`src/rtl/rr_arbiter16_pkg.sv`:
```
// Shared constants and types for the 16-way round-robin arbiter.
//   ARB_N       : number of requesters
//   ARB_W       : width of a requester index
//   arb_state_e : arbiter state (ARB_IDLE = no grant, ARB_BUSY = one grant held)
package rr_arbiter16_pkg;

    localparam int ARB_N = 16;
    localparam int ARB_W = 4;

    typedef enum logic {
        ARB_IDLE = 1'b0,
        ARB_BUSY = 1'b1
    } arb_state_e;

endpackage

```
`src/rtl/rr_arbiter16_enc.sv`:
```
// encoder16: one-hot to binary index encoder.
//   onehot_i : 16-bit one-hot vector (all-zero allowed)
//   idx_o    : binary index of the set bit; 0 when onehot_i is all-zero
module encoder16
    import rr_arbiter16_pkg::*;
(
    input  logic [ARB_N-1:0] onehot_i,
    output logic [ARB_W-1:0] idx_o
);

    // OR-reduction of the indices of set bits; exact for one-hot input and
    // naturally yields 0 for an empty vector.
    always_comb begin
        idx_o = '0;
        for (int i = 0; i < ARB_N; i++) begin
            if (onehot_i[i]) idx_o = idx_o | ARB_W'(i);
        end
    end

endmodule

```
`src/rtl/rr_arbiter16.sv`:
```
// rr_arbiter16: 16-way round-robin arbiter with grant hold, done/implicit
// release and an optional hold timeout.
//   TIMEOUT   : max cycles a grant is held (0 disables), 0..65535
//   clk       : rising-edge clock
//   resetn    : asynchronous active-low reset
//   req       : request vector, bit i = requester i
//   mask      : 1 = requester i ineligible for new grants
//   done      : current owner releases this cycle
//   gnt       : registered one-hot grant
//   gnt_idx   : binary index of gnt (0 when idle)
//   gnt_valid : a grant is held
//   timeout   : one-cycle pulse, grant was force-released by the hold timer
module rr_arbiter16
    import rr_arbiter16_pkg::*;
#(
    parameter int unsigned TIMEOUT = 256
) (
    input  logic             clk,
    input  logic             resetn,
    input  logic [ARB_N-1:0] req,
    input  logic [ARB_N-1:0] mask,
    input  logic             done,
    output logic [ARB_N-1:0] gnt,
    output logic [ARB_W-1:0] gnt_idx,
    output logic             gnt_valid,
    output logic             timeout
);

    localparam int unsigned   TO_M1   = (TIMEOUT == 0) ? 0 : TIMEOUT - 1;
    localparam logic [15:0]   TO_LAST = TO_M1[15:0];

    arb_state_e       state_q, state_d;
    logic [ARB_N-1:0] gnt_q, gnt_d;
    logic [ARB_W-1:0] ptr_q, ptr_d;
    logic [15:0]      hold_q, hold_d;
    logic             to_q, to_d;

    logic [ARB_N-1:0] elig;
    logic [ARB_N-1:0] win_idle;
    logic [ARB_N-1:0] win_rel;
    logic [ARB_W-1:0] nxt_ptr;
    logic             own_req;
    logic             to_hit;
    logic             rel;

    // Rotating-priority pick: rotate the vector so ptr sits at bit 0, isolate
    // the lowest set bit, then rotate the one-hot result back into place.
    function automatic logic [ARB_N-1:0] rr_pick(input logic [ARB_N-1:0] vec,
                                                 input logic [ARB_W-1:0] ptr);
        logic [2*ARB_N-1:0] dbl;
        logic [2*ARB_N-1:0] back;
        logic [ARB_N-1:0]   rot;
        logic [ARB_N-1:0]   oh;
        dbl  = {vec, vec} >> ptr;
        rot  = dbl[ARB_N-1:0];
        oh   = rot & (-rot);
        back = {oh, oh} << ptr;
        return back[2*ARB_N-1:ARB_N];
    endfunction

    encoder16 u_enc (
        .onehot_i (gnt_q),
        .idx_o    (gnt_idx)
    );

    assign elig     = req & ~mask;
    assign own_req  = |(req & gnt_q);
    assign to_hit   = (TIMEOUT != 0) && (hold_q == TO_LAST);
    assign rel      = done | ~own_req | to_hit;
    // Releasing owner becomes lowest priority for the handoff pick.
    assign nxt_ptr  = gnt_idx + ARB_W'(1);
    assign win_idle = rr_pick(elig, ptr_q);
    assign win_rel  = rr_pick(elig, nxt_ptr);

    always_comb begin
        state_d = state_q;
        gnt_d   = gnt_q;
        ptr_d   = ptr_q;
        hold_d  = hold_q;
        to_d    = 1'b0;
        case (state_q)
            ARB_IDLE: begin
                if (|elig) begin
                    gnt_d   = win_idle;
                    state_d = ARB_BUSY;
                    hold_d  = '0;
                end
            end
            ARB_BUSY: begin
                if (rel) begin
                    ptr_d = nxt_ptr;
                    // Pulse only when the timer alone forced the release.
                    to_d  = to_hit & ~done & own_req;
                    if (|win_rel) begin
                        gnt_d  = win_rel;
                        hold_d = '0;
                    end else begin
                        gnt_d   = '0;
                        state_d = ARB_IDLE;
                    end
                end else if (hold_q != 16'hFFFF) begin
                    hold_d = hold_q + 16'd1;
                end
            end
            default: begin
                gnt_d   = '0;
                state_d = ARB_IDLE;
            end
        endcase
    end

    always_ff @(posedge clk or negedge resetn) begin
        if (!resetn) begin
            state_q <= ARB_IDLE;
            gnt_q   <= '0;
            ptr_q   <= '0;
            hold_q  <= '0;
            to_q    <= 1'b0;
        end else begin
            state_q <= state_d;
            gnt_q   <= gnt_d;
            ptr_q   <= ptr_d;
            hold_q  <= hold_d;
            to_q    <= to_d;
        end
    end

    assign gnt       = gnt_q;
    assign gnt_valid = |gnt_q;
    assign timeout   = to_q;

endmodule

```
`config.mk`:
```
export PLATFORM = sky130hd
export DESIGN_NAME = rr_arbiter16
export DESIGN_NICKNAME = d
export VERILOG_FILES = /design/src/rtl/rr_arbiter16_pkg.sv /design/src/rtl/rr_arbiter16_enc.sv /design/src/rtl/rr_arbiter16.sv
export SDC_FILE = /design/constraint.sdc
export NUM_CORES = 1
export LEC_CHECK = 0
export CAP_MARGIN = 20
export CORE_ASPECT_RATIO = 1.5
export CORE_MARGIN = 5
export CORE_UTILIZATION = 50
export CTS_BUF_LIST = sky130_fd_sc_hd__clkbuf_8
export CTS_CLUSTER_SIZE = 28
export DETAILED_ROUTE_END_ITERATION = 6
export DONT_BUFFER_PORTS = 1
export PLACE_DENSITY_LB_ADDON = 0.25
export SLEW_MARGIN = 20
export SYNTH_ARGS = -nofsm -noshare
export SYNTH_HDL_FRONTEND = slang
export SYNTH_HIERARCHICAL = 1
export SYNTH_SLANG_ARGS = --single-unit
```
`constraint.sdc`:
```
create_clock -name clk -period 6.4 [get_ports clk]
set_clock_uncertainty 0.05 [all_clocks]
set_input_delay 0.32 -clock clk [delete_from_list [all_inputs] [get_ports clk]]
set_output_delay 0.32 -clock clk [all_outputs]
set_load 0.005 [all_outputs]
```
* Word-level counts from Yosys, hierarchy flattened
Cells that the tools add are included.
** Cells by class
- Add/subtract/negate cells :: 4
- Equal/unequal tests :: 6
- Shifts and indexed selects :: 4
- Muxes and demuxes :: 30
- Bitwise operators :: 12
- Reduce and logical (&&, ||, !) cells :: 7
** Operator list (number)
- $mux W16 :: 7
- $and A16 B16 Y16 :: 4
- $pmux W16 S2 :: 2
- $reduce_or A16 Y1 :: 4
- $shl A32 B4 Y32 :: 2
- $shr A32 B4 Y16 :: 2
- $mux W4 :: 8
- $neg A16 Y16 :: 2
- $add A16 B1 Y16 const B :: 1
- $eq A16 B8 Y1 const B :: 1
- $ne A16 B16 Y1 const B :: 1
- $not A16 Y16 :: 1
- $mux W3 :: 4
- $mux W1 :: 6
- $add A4 B1 Y4 const B :: 1
- $mux W2 :: 2
- $reduce_and A2 Y1 :: 2
- $ne A3 B1 Y1 const B :: 1
- $ne A3 B2 Y1 const B :: 1
- $not A1 Y1 :: 3
- $reduce_and A3 Y1 :: 1
- $and A1 B1 Y1 :: 2
- $ne A2 B1 Y1 const B :: 1
- $ne A2 B2 Y1 const B :: 1
- 2 further kinds :: 3
** Storage, ports and cells
- Bits in registers :: 38
- Input bits :: 35
- Output and inout port bits :: 22

* Longest topological paths before layout
Gate-level depths: netlist of run 1.
- Depth after elaboration :: 24
- Gate-level depth with buffers :: 19
- Gate-level depth less buffers :: 15

* Hierarchy
The synthesis of run 1 kept the hierarchy.
** Modules (own cells, without submodules)
- rr_arbiter16 :: instances 1, cells an instance 734, area an instance 6178.4 µm², sequential area each 950.9 µm²
- encoder16 :: instances 1, cells an instance 11, area an instance 65.1 µm², sequential area each 0.0 µm²

* Worst setup path after synthesis of run 1
No wires, ideal clock.
- Kind :: register to register
- Start point :: register gnt_q[15] (netlist: gnt[15])
- End point :: register hold_q[0]
- Data arrival time :: 4824 ps
- Data required time :: 6225 ps
- Setup slack :: 1401 ps
- Cell stages (with the launch flop) :: 17
- Buffers on the path :: 1
- Clock period less this slack :: 4999 ps
- Cells stage by stage :: dfrtp_1 -> nor4_1 -> nand2_1 -> ha_1 -> xor2_2 -> mux4_1 -> mux2i_1 -> nand4_1 -> a222oi_1 -> and4_1 -> a31oi_1 -> a221o_1 -> nor4bb_1 -> nand4_2 -> nand2_4 -> buf_6 -> mux2_4
** On the way
- Longest elaborated chain between the ends :: 9
- Elaborated cells on any way between the ends :: 17
- Classes of those cells :: 2 x add/sub; 2 x eq/ne; 2 x shift; 3 x mux; 5 x bitwise; 3 x reduce/logical
** Ends and longest elaborated chain
- from (decl) :: RTL line rr_arbiter16.sv:33 : logic [ARB_N-1:0] gnt_q, gnt_d;
- from (signal assigned) :: RTL line rr_arbiter16.sv:121 : gnt_q <= gnt_d;
- $mux W4 (*) :: RTL line rr_arbiter16_enc.sv:16 : if (onehot_i[i]) idx_o = idx_o | ARB_W'(i);
- net gnt_idx[0] :: RTL line rr_arbiter16.sv:24 : output logic [ARB_W-1:0] gnt_idx,
- $add A4 B1 Y4 (*) :: RTL line rr_arbiter16.sv:71 : assign nxt_ptr = gnt_idx + ARB_W'(1);
- $shr A32 B4 Y16 :: RTL line rr_arbiter16.sv:54 : dbl = {vec, vec} >> ptr;
- $neg A16 Y16 :: RTL line rr_arbiter16.sv:56 : oh = rot & (-rot);
- $and A16 B16 Y16 :: RTL line rr_arbiter16.sv:56
- $shl A32 B4 Y32 (*) :: RTL line rr_arbiter16.sv:57 : back = {oh, oh} << ptr;
- $reduce_or A16 Y1 (*) :: RTL line rr_arbiter16.sv:94 : if (|win_rel) begin
- $ne A3 B2 Y1 (no source line) (*)
- $reduce_and A3 Y1 (no source line) (*)
- to (signal assigned) :: RTL line rr_arbiter16.sv:123 : hold_q <= hold_d;
- to (decl) :: RTL line rr_arbiter16.sv:35 : logic [15:0] hold_q, hold_d;
The timed path passes the listed nets; every way through them passes the cells marked *.
A chain may end at the register's enable or synchronous reset.

* Final worst setup path of run 1
- Start point :: register gnt_q[15] (netlist: gnt[15])
- End point :: register hold_q[14]
The elaborated chain is that of the path after synthesis.

==> metrics.log, run 1 <==
[metrics] first-pass iteration count of the detailed router: 5
[metrics] slowest stage cell, crit path: sky130_fd_sc_hd__mux4_2
[metrics] post-synthesis register bit count: 38
[metrics] GR Layer Usage met3: approximately 4%
[metrics] Post-Route Utilization: a little over half
[metrics] Fmax achieved: 0.1702 GHz
[metrics] post-synthesis cell count: ~750
[metrics] CORE AREA: 12390 µm²
[metrics] most used cells in the layout excluding fill and tap cells: sky130_fd_sc_hd__nand2_1 (68), sky130_fd_sc_hd__nor2_1 (55), sky130_fd_sc_hd__mux2i_1 (53)
[metrics] met1 usage in global routing: 33.52%
[metrics] count of hold-fix buffers inserted at cts: 2
[metrics] count of nets left with antenna violations after detail routing: 0
[metrics] floorplan die width: 101.2 µm
[metrics] proportion of synthesized chip area in sequential cells: 15.23%
[metrics] total number of nets in the final design: ~760
[metrics] Starting Density: 50.40%
[metrics] clock tree from TritonCTS: built
[metrics] Synth Net Count: 782
[metrics] post-synthesis async set-or-reset flop share: 100.0%
[metrics] number of synthesis warnings: 6
[metrics] Reg area: 950.9 µm²
[metrics] startpoint type of the worst setup path: flip-flop
[metrics] fraction of the cycle the final worst path needs: 91.79%
[metrics] clk root buf: sky130_fd_sc_hd__clkbuf_8
[metrics] total area of multi-input combinational cells: 5031 µm²
[metrics] setup TNS: 0 ns
[metrics] sum of overflow across all layers after global routing: 0
[metrics] number of global-route vias before repair: 6040
[metrics] Hold Fails Final Rpt: 0
[metrics] IO Count: 57
[metrics] count of routing violations after the opening detailed-route iteration: 666
[metrics] clock edge transition at the registers on the reported setup and hold paths: 0.08 ns
[metrics] deepest level of the CTS H-tree: 2
[metrics] number of resized instances in the post-cts repair step: 0
[metrics] xor/xnor share of the synthesized area: 0.8016%
[metrics] routed via count divided by cell count: 7.342
[metrics] mean instance size in the synthesized netlist: 8.381 µm²
[metrics] number of distinct library cells after synthesis: between 80 and 90
[metrics] Area Growth Syn to Fin: 4.349%
[metrics] post-synthesis mux area share: 30.52%
[metrics] cell area after synthesis: 6243 µm²
[metrics] Worst-Skew Late Latency: 0.29 ns
[metrics] buffers from clock root to sink, at most: 2
[metrics] Worst Hold Margin: 0.2660 ns
[metrics] required time at the endpoint of the critical path: approximately 6.5 ns
[metrics] gr usage total: between 20 and 30%
[metrics] run status: complete, no violations
[metrics] simple logic cell fraction of the synthesized area: a little over a quarter
[metrics] TritonCTS Buffers: 5
[metrics] fill cell instance count of the final layout: 1183
[metrics] via count: 6483
[metrics] CP Capture Type: flip-flop
[metrics] combinational family with the most area after synthesis: multiplexers
[metrics] share of the synthesized area in compound gates (AO/OA/AOI/OAI): 21.86%
[metrics] arrival time at the worst endpoint: roughly 6 ns
[metrics] post-placement cell count: 868
[metrics] final weighted congestion of routability-driven global placement: 0.9797
[metrics] largest net degree at the start of global routing: 40
[metrics] wire length of the first global-routing pass: 34630 µm
[metrics] largest fanout on the critical path: 14
[metrics] port bufs: 0
[metrics] DPL Wire Length: 17450 µm
[metrics] most common cell after layout, fill and taps aside: sky130_fd_sc_hd__nand2_1
[metrics] fraction of the mapped netlist area in adder cells: 0.4008%
[metrics] crit path time final: 5.875 ns
[metrics] fraction of layout cells with a size suffix above 1: 16.78%
[metrics] Max transition margin: between 30 and 40%
[metrics] Vert. Die Dim: 146.9 µm
[metrics] number of antenna violations at the first check in global routing: 3
[metrics] number of clock sinks: 38
[metrics] reg2reg setup slack: 0.53 ns
[metrics] transition time of the tightest slew-check pin: 0.9614 ns
[metrics] count of flip-flops with a built-in enable after synthesis: 0
[metrics] count of standard-cell rows: 50
[metrics] setup repair after global routing missed its margin: false
[metrics] GR Util met2: 53.47%
[metrics] most congested layer reported by global routing: met2
[metrics] highest cell delay on the worst timing path: roughly 0.63 ns
[metrics] post-CTS setup buffer count: 0
[metrics] ys flop type: sky130_fd_sc_hd__dfrtp_1
[metrics] post-route insts no fill: between 800 and 900
[metrics] total DRC errors in the routed layout: 0
[metrics] die outline area: between 10000 and 15000 µm²
[metrics] post-DR wirelength/cell: 25.62 µm
[metrics] cells along the critical path: nor4_1 > nand2_1 > ha_1 > xor2_2 > mux4_2 > mux2i_1 > nand4_1 > a222oi_1 > buf_4 > nand4_1 > a21boi_1 > a211oi_1 > a2111oi_1 > nand4_2 > nand2_4 > a211o_1
[metrics] Final Max Tran Viols: 0
[metrics] Final Setup Violations: 0
[metrics] category of the most critical setup path: flip-flop to flip-flop
[metrics] max-cap viol count: 0
[metrics] Min-Delay Path Class: input pin to flip-flop
[metrics] wire length reported by the detailed router: 22620 µm
[metrics] cell type with the highest occurrence count on the critical path: sky130_fd_sc_hd__nand4_1
[worst max-delay path: cells and delay by family, from the launching register on]
kind | cells | cell delay, ns
flip-flops | 1 | 0.47
adder cells (fa/ha/maj) | 1 | 0.33
multiplexers | 2 | 1.19
buffers and inverters | 1 | 0.21
AND/OR/NAND/NOR | 6 | 1.31
XOR/XNOR | 1 | 0.56
AO/OA/AOI/OAI | 5 | 1.60
[registers in the layout (all words and copies together), names as in the netlist]
register,cells
state_q,1
ptr_q,4
gnt,16
timeout,1
hold_q,16
[Yosys cell counts, types with 6 or more instances]
master | instances | area (µm²)
sky130_fd_sc_hd__and2_1 | 6 | 37.54
sky130_fd_sc_hd__a31oi_1 | 7 | 43.79
sky130_fd_sc_hd__nor2b_1 | 18 | 112.6
sky130_fd_sc_hd__nand2_1 | 68 | 255.2
sky130_fd_sc_hd__o21ai_0 | 25 | 125.1
sky130_fd_sc_hd__a21o_1 | 13 | 97.59
sky130_fd_sc_hd__o31ai_1 | 10 | 75.07
sky130_fd_sc_hd__a21oi_1 | 37 | 185.2
sky130_fd_sc_hd__buf_1 | 6 | 22.52
sky130_fd_sc_hd__clkbuf_1 | 41 | 153.9
sky130_fd_sc_hd__nand2b_1 | 9 | 56.30
sky130_fd_sc_hd__inv_1 | 13 | 48.80
sky130_fd_sc_hd__a22oi_1 | 6 | 45.04
sky130_fd_sc_hd__mux2_2 | 19 | 214.0
sky130_fd_sc_hd__a211o_1 | 9 | 78.83
sky130_fd_sc_hd__nor3b_1 | 10 | 75.07
sky130_fd_sc_hd__a221o_1 | 10 | 100.1
sky130_fd_sc_hd__or3_1 | 8 | 50.05
sky130_fd_sc_hd__mux4_2 | 45 | 1013
sky130_fd_sc_hd__nor4_1 | 23 | 143.9
sky130_fd_sc_hd__dfrtp_1 | 38 | 950.9
sky130_fd_sc_hd__and3_1 | 11 | 68.82
sky130_fd_sc_hd__mux2i_1 | 53 | 530.5
sky130_fd_sc_hd__nand4_1 | 14 | 87.58
sky130_fd_sc_hd__a211oi_1 | 12 | 90.09
sky130_fd_sc_hd__or2_2 | 9 | 56.30
sky130_fd_sc_hd__nor3_1 | 26 | 130.1
sky130_fd_sc_hd__nand3_1 | 42 | 210.2
sky130_fd_sc_hd__nor2_1 | 55 | 206.5
[cell type report]
type	count	share of cell area, %
Sequential cell	38	14.60
Multi-Input combinational cell	638	77.22
Clock buffer	5	1.056
Timing Repair Buffer	23	2.881
Antenna cell	6	0.2305
Clock inverter	2	0.1536
Tap cell	156	2.996
Inverter	15	0.8642
[cell families after synthesis]
| group | after synthesis |
|---|---|
| AO/OA/AOI/OAI | 190 |
| XOR/XNOR | 4 |
| adder cells (fa/ha/maj) | 2 |
| buffers and inverters | 69 |
| flip-flops | 38 |
| multiplexers | 124 |
| AND/OR/NAND/NOR | 318 |
[final timing paths]
kind	start	to	depth (start not counted)
max	gnt[15]	hold_q[14]	16
min	done	timeout	3
max reg2reg	gnt[15]	hold_q[14]	16
min reg2reg	hold_q[1]	hold_q[1]	1
max in group asynchronous	resetn	hold_q[8]	2
min in group asynchronous	resetn	timeout	2
[through the flow]
step / cell area [µm²] / setup slack [ns]
after detailed placement: 6391 / 0.6029
after global placement: 6391 / 0.7103
final: 6515 / 0.5253
after CTS: 6500 / 0.5878
after floorplan: 6243 / 1.401
after global routing: 6515 / 0.1728
[layer usage]
metal  wire, µm  vias up
li1           -     2926
met4       1414        0
met1       7802     3123
met2      11840      364
met5          0        -
met3       1560       70
Power of run 1 is not shown: default switching activity piles up to over one toggle a cycle in this logic, so the estimate is an artifact.
==> inputs of run 2 (changes only) <==
Settings changed: PLACE_DENSITY set to 0.64, PLACE_DENSITY_LB_ADDON 0.25 to unset.
==> metrics.log, run 2 (synthesis gave the netlist of run 1 again) <==
[metrics] TritonCTS Buffers: 5 (unchanged)
[metrics] wire length reported by the detailed router: 22560 µm (-0.29%)
[metrics] first-pass iteration count of the detailed router: 7 (+2)
[metrics] count of routing violations after the opening detailed-route iteration: 431 (-35%)
[metrics] DPL Wire Length: 17560 µm (+0.63%)
[metrics] crit path time final: 5.793 ns (-0.08167 ns)
[metrics] Hold Path Origin: done
[metrics] fraction of layout cells with a size suffix above 1: 17.49% (+0.71 points)
[metrics] arrival time at the worst endpoint: 5.92 ns (-0.07 ns)
[metrics] Starting Density: 50.40% (unchanged)
[metrics] clock tree from TritonCTS: built
[metrics] slowest stage cell, crit path: sky130_fd_sc_hd__a222oi_1
[metrics] Critical R2R Launch: gnt[7]
[metrics] port bufs: 0 (unchanged)
[metrics] most common cell after layout, fill and taps aside: sky130_fd_sc_hd__nand2_1
[metrics] count of nets left with antenna violations after detail routing: 0 (unchanged)
[metrics] Final Max Tran Viols: 0 (unchanged)
[metrics] run status: complete, no violations
[metrics] buffers from clock root to sink, at most: 2 (unchanged)
[metrics] via count: 6526 (+0.66%)
[metrics] number of global-route vias before repair: 6325 (+4.7%)
[metrics] highest cell delay on the worst timing path: 0.82 ns (+0.19 ns)
[metrics] most used cells in the layout excluding fill and tap cells: sky130_fd_sc_hd__nand2_1 (68), sky130_fd_sc_hd__nor2_1 (55), sky130_fd_sc_hd__mux2i_1 (53)
[metrics] final weighted congestion of routability-driven global placement: 1.067 (+8.9%)
[metrics] die outline area: 14870 µm² (unchanged)
[metrics] clock edge transition at the registers on the reported setup and hold paths: 0.08 ns (about the same)
[metrics] clk root buf: sky130_fd_sc_hd__clkbuf_8
[metrics] setup repair after global routing missed its margin: false
[metrics] gr usage total: 30.00% (+0.25 points)
[metrics] reg2reg setup slack: 0.61 ns (+0.08 ns)
[metrics] Hold Fails Final Rpt: 0 (unchanged)
[metrics] CORE AREA: 12390 µm² (unchanged)
[metrics] Vert. Die Dim: 146.9 µm (unchanged)
[metrics] IO Count: 57 (unchanged)
[metrics] sum of overflow across all layers after global routing: 0 (unchanged)
[metrics] largest net degree at the start of global routing: 39 (-2.5%)
[metrics] fill cell instance count of the final layout: 1187 (+0.34%)
[metrics] transition time of the tightest slew-check pin: 0.9156 ns (-0.04584 ns)
[metrics] category of the most critical setup path: flip-flop to flip-flop
[metrics] number of antenna violations at the first check in global routing: 1 (-2)
[metrics] floorplan die width: 101.2 µm (unchanged)
[metrics] fraction of the cycle the final worst path needs: 90.52% (-1.3 points)
[metrics] deepest level of the CTS H-tree: 2 (unchanged)
[metrics] buffers plus inverters on the worst setup path: 0 (-1)
[metrics] Max transition margin: 38.96% (+3.1 points)
[metrics] post-CTS setup buffer count: 0 (unchanged)
[metrics] routed via count divided by cell count: 7.391 (+0.66%)
[metrics] CP Capture Type: flip-flop
[metrics] Min-Delay Path Class: input pin to flip-flop
[metrics] post-DR wirelength/cell: 25.54 µm (-0.29%)
[metrics] Area Growth Syn to Fin: 4.970%
[metrics] total number of nets in the final design: 762 (+0.53%)
[metrics] setup TNS: 0 ns (unchanged)
[metrics] largest fanout on the critical path: 14 (unchanged)
[metrics] cells along the critical path: nor4_1 > nand2_1 > ha_1 > xor2_2 > mux4_1 > mux2i_1 > nand4_1 > a222oi_1 > a22o_1 > a211oi_1 > o22ai_1 > nor2_1 > nand4_2 > nand2_4 > a211o_1
[metrics] Fmax achieved: 0.1726 GHz (+1.4%)
[metrics] start point of the critical path: gnt[7]
[metrics] total DRC errors in the routed layout: 0 (unchanged)
[metrics] required time at the endpoint of the critical path: 6.53 ns (about the same)
[metrics] startpoint type of the worst setup path: flip-flop
[metrics] wire length of the first global-routing pass: 35020 µm (+1.1%)
[metrics] kind of cell adding the most delay to the critical path: compound AO/OA/AOI/OAI gates
[metrics] Worst-Skew Late Latency: 0.29 ns (about the same)
[metrics] max-cap viol count: 0 (unchanged)
[metrics] number of clock sinks: 38 (unchanged)
[metrics] count of standard-cell rows: 50 (unchanged)
[metrics] Final Setup Violations: 0 (unchanged)
run 2: changes by cell type in the layout (fill, tap and decap cells not counted):
| cell | change |
|---|---|
| sky130_fd_sc_hd__a2111oi_1 | -1 |
| sky130_fd_sc_hd__diode_2 | -5 |
| sky130_fd_sc_hd__clkinv_2 | -1 |
| sky130_fd_sc_hd__a2111oi_2 | +1 |
| sky130_fd_sc_hd__buf_4 | +4 |
| sky130_fd_sc_hd__clkbuf_8 | +1 |
| sky130_fd_sc_hd__clkinvlp_4 | +1 |
run 2: repair_timing:
item / 4_1_cts / 5_1_grt
setup endpoints to repair: 0 / 3
hold endpoints to repair: 38 / 0
resized for setup: 0 / 1
hold buffers: 2 / 0
run 2: stage by stage:
step | cell area (µm²) | worst slack, ns | utilization, % | cells | hold WS (ns)
after floorplan | 6243 | 1.401 | - | 745 | -0.02559
after global placement | 6421 | 0.7279 | 51.84 | 872 | -0.02471
after detailed placement | 6421 | 0.5108 | 51.84 | 872 | -0.02468
after CTS | 6546 | 0.4870 | 52.85 | 882 | 0.2604
after global routing | 6551 | 0.1413 | 52.89 | 882 | 0.3031
final | 6554 | 0.6070 | 52.91 | 883 | 0.2638
run 2: path summary, 6_finish.rpt:
kind                             end  cells past startpoint
max in group asynchronous     gnt[6]                      2
min in group asynchronous     gnt[7]                      2
min                          timeout                      3
max reg2reg                hold_q[7]                     15
min reg2reg                hold_q[1]                      1
max                        hold_q[7]                     15
run 2: area by class of cell:
class | count | area (µm²) | area share (%)
inverters | 15 | 56.30 | 0.8591
flip-flops and latches | 38 | 950.9 | 14.51
diodes | 1 | 2.502 | 0.03818
well taps | 156 | 195.2 | 2.978
clock buffers | 6 | 82.58 | 1.260
repair buffers | 27 | 217.7 | 3.322
clock inverters | 2 | 12.51 | 0.1909
multi-input cells | 638 | 5036 | 76.84
run 2: worst reg2reg max path: stages, from the launching register on:
cell	delay (ns)
sky130_fd_sc_hd__dfrtp_1	0.49
sky130_fd_sc_hd__nor4_1	0.34
sky130_fd_sc_hd__nand2_1	0.20
sky130_fd_sc_hd__ha_1	0.30
sky130_fd_sc_hd__xor2_2	0.52
sky130_fd_sc_hd__mux4_1	0.70
sky130_fd_sc_hd__mux2i_1	0.52
sky130_fd_sc_hd__nand4_1	0.27
sky130_fd_sc_hd__a222oi_1	0.82
sky130_fd_sc_hd__a22o_1	0.30
sky130_fd_sc_hd__a211oi_1	0.10
sky130_fd_sc_hd__o22ai_1	0.37
sky130_fd_sc_hd__nor2_1	0.10
sky130_fd_sc_hd__nand4_2	0.15
sky130_fd_sc_hd__nand2_4	0.14
sky130_fd_sc_hd__a211o_1	0.31
run 2: layer usage:
layer	part of all wire [%]	GRT usage [%]	wire [µm]
met5	0	0	0
met4	7.3	19.29	1647
met3	7.0	4.323	1577
met2	51	52.06	11570
met1	34	33.43	7758
Power of run 2 is left out for the same reason.
==> inputs of run 3 (changes only) <==
Settings changed: TNS_END_PERCENT set to 10.
Clock period 6.4 ns to 6.8 ns, I/O delays scaled along.
==> metrics.log, run 3 (synthesis gave the netlist of run 1 again) <==
[metrics] run status: complete, no violations
[metrics] cells along the critical path: nor4_1 > nand2_1 > ha_1 > xor2_2 > mux4_1 > mux2i_1 > nand4_1 > mux2_2 > a2111oi_0 > a311oi_1 > a221o_1 > nor4bb_1 > nand4_2 > nand2_4 > a211o_1
[metrics] floorplan die width: 101.2 µm (unchanged)
[metrics] largest fanout on the critical path: 14 (unchanged)
[metrics] final weighted congestion of routability-driven global placement: 0.9880 (-7.4%)
[metrics] routed via count divided by cell count: 7.381 (-0.14%)
[metrics] number of antenna violations at the first check in global routing: 0 (-1)
[metrics] reg2reg setup slack: 0.86 ns (+0.25 ns)
[metrics] kind of cell adding the most delay to the critical path: multiplexers
[metrics] final antenna diode count: 0 (-1)
[metrics] Max transition margin: 38.14% (-0.82 points)
[metrics] transition time of the tightest slew-check pin: 0.9045 ns (-0.01111 ns)
[metrics] fraction of the cycle the final worst path needs: 87.39% (-3.1 points)
[metrics] setup TNS: 0 ns (unchanged)
[metrics] fraction of layout cells with a size suffix above 1: 16.55% (-0.94 points)
[metrics] startpoint type of the worst setup path: flip-flop
[metrics] clock edge transition at the registers on the reported setup and hold paths: 0.07 ns (about the same)
[metrics] Reg area: 950.9 µm² (unchanged)
[metrics] RR Endpoint: hold_q[7]
[metrics] CP Capture Type: flip-flop
[metrics] highest cell delay on the worst timing path: 0.70 ns (-0.12 ns)
[metrics] Hold Path Origin: done
[metrics] buffers plus inverters on the worst setup path: 0 (unchanged)
[metrics] Critical R2R Launch: gnt[7]
[metrics] total DRC errors in the routed layout: 0 (unchanged)
[metrics] post-CTS setup buffer count: 0 (unchanged)
[metrics] via count: 6458 (-1.0%)
[metrics] arrival time at the worst endpoint: 6.07 ns (+0.15 ns)
[metrics] Vert. Die Dim: 146.9 µm (unchanged)
[metrics] category of the most critical setup path: flip-flop to flip-flop
[metrics] count of routing violations after the opening detailed-route iteration: 469 (+8.8%)
[metrics] Area Growth Syn to Fin: 4.188%
[metrics] fill cell instance count of the final layout: 1214 (+2.3%)
[metrics] Post-Route Utilization: 52.52% (-0.39 points)
[metrics] Setup crit end: hold_q[7]
[metrics] wire length of the first global-routing pass: 35420 µm (+1.1%)
[metrics] clock tree from TritonCTS: built
[metrics] Final Max Tran Viols: 0 (unchanged)
[metrics] clk root buf: sky130_fd_sc_hd__clkbuf_8
[metrics] Min-Delay Path Class: input pin to flip-flop
[metrics] Hold Fails Final Rpt: 0 (unchanged)
[metrics] deepest level of the CTS H-tree: 2 (unchanged)
[metrics] wire length reported by the detailed router: 22560 µm (about the same)
[metrics] setup repair after global routing missed its margin: false
[metrics] first-pass iteration count of the detailed router: 5 (-2)
[metrics] sum of overflow across all layers after global routing: 0 (unchanged)
[metrics] gr usage total: 30.25% (+0.26 points)
[metrics] Worst-Skew Late Latency: 0.29 ns (about the same)
[metrics] most common cell after layout, fill and taps aside: sky130_fd_sc_hd__nand2_1
[metrics] start point of the critical path: gnt[7]
[metrics] die outline area: 14870 µm² (unchanged)
[metrics] post-DR wirelength/cell: 25.78 µm (+0.92%)
[metrics] count of standard-cell rows: 50 (unchanged)
[metrics] Starting Density: 50.40% (unchanged)
[metrics] DPL Wire Length: 17490 µm (-0.37%)
[metrics] number of clock sinks: 38 (unchanged)
[metrics] number of global-route vias before repair: 6162 (-2.6%)
[metrics] TritonCTS Buffers: 5 (unchanged)
[metrics] IO Count: 57 (unchanged)
[metrics] total number of nets in the final design: 756 (-0.79%)
[metrics] most used cells in the layout excluding fill and tap cells: sky130_fd_sc_hd__nand2_1 (68), sky130_fd_sc_hd__nor2_1 (55), sky130_fd_sc_hd__mux2i_1 (53)
[metrics] required time at the endpoint of the critical path: 6.92 ns (+0.39 ns)
[metrics] total area of multi-input combinational cells: 5031 µm² (about the same)
[metrics] Stages on worst setup path: 15 (unchanged)
[metrics] largest net degree at the start of global routing: 41 (+5.1%)
[metrics] count of nets left with antenna violations after detail routing: 0 (unchanged)
[metrics] port bufs: 0 (unchanged)
[metrics] buffers from clock root to sink, at most: 2 (unchanged)
[metrics] slowest stage cell, crit path: sky130_fd_sc_hd__a2111oi_0
[metrics] crit path time final: 5.943 ns (+0.1497 ns)
[metrics] CORE AREA: 12390 µm² (unchanged)
[metrics] Fmax achieved: 0.1683 GHz (-2.5%)
[metrics] Final Setup Violations: 0 (unchanged)
[metrics] length in cells of the worst reg-to-reg path: 15 (unchanged)
[metrics] max-cap viol count: 0 (unchanged)
run 3: layout make-up:
class	count	area share, %
Inverter	15	0.8656
Tap cell	156	3.001
Sequential cell	38	14.62
Clock buffer	5	1.058
Multi-Input combinational cell	638	77.34
Timing Repair Buffer	21	2.962
Clock inverter	2	0.1539
run 3: worst min path at each step:
stage | end | slack [ns] | depth (start not counted)
floorplan | gnt[0] | -0.006 | 0
global placement | gnt[12] | -0.005 | 0
detailed placement | gnt[4] | -0.005 | 0
CTS | timeout | 0.30 | 3
global route | timeout | 0.32 | 3
finish | timeout | 0.31 | 3
run 3: what timing repair did:
item / 4_1_cts / 5_1_grt
resized for setup: 0 / 0
hold buffers: 2 / 0
setup endpoints to repair: 0 / 0
endpoints found under the hold margin: 38 / 0
run 3: worst reg2reg max path: cells and delay by family, from the launching register on:
kind,cells,cell delay (ns)
DFF,1,0.49
muxes,3,1.70
AOI/OAI and AO/OA,4,1.46
and+or+nand+nor,6,1.28
xor gates and xnor gates,1,0.54
adders and majority gates,1,0.30
run 3: layer usage:
layer	GRT usage, %	share of wire [%]	vias to the layer above
met4	16.77	6.8	0
met2	52.26	51	331
met3	3.658	6.5	88
met1	35.59	35	3128
met5	0	0	-
li1	-	-	2911
run 3: metrics by stage:
stage / std cells / worst slack, ns / hold slack [ns] / instance area [µm²]
global placement: 865 / 1.120 / -0.004706 / 6369
global route: 875 / 0.4573 / 0.3151 / 6505
finish: 875 / 0.8573 / 0.3148 / 6505
CTS: 874 / 0.9677 / 0.3002 / 6477
floorplan: 745 / 1.801 / -0.005591 / 6243
detailed placement: 865 / 1.020 / -0.004962 / 6369
Power of run 3 is left out for the same reason.
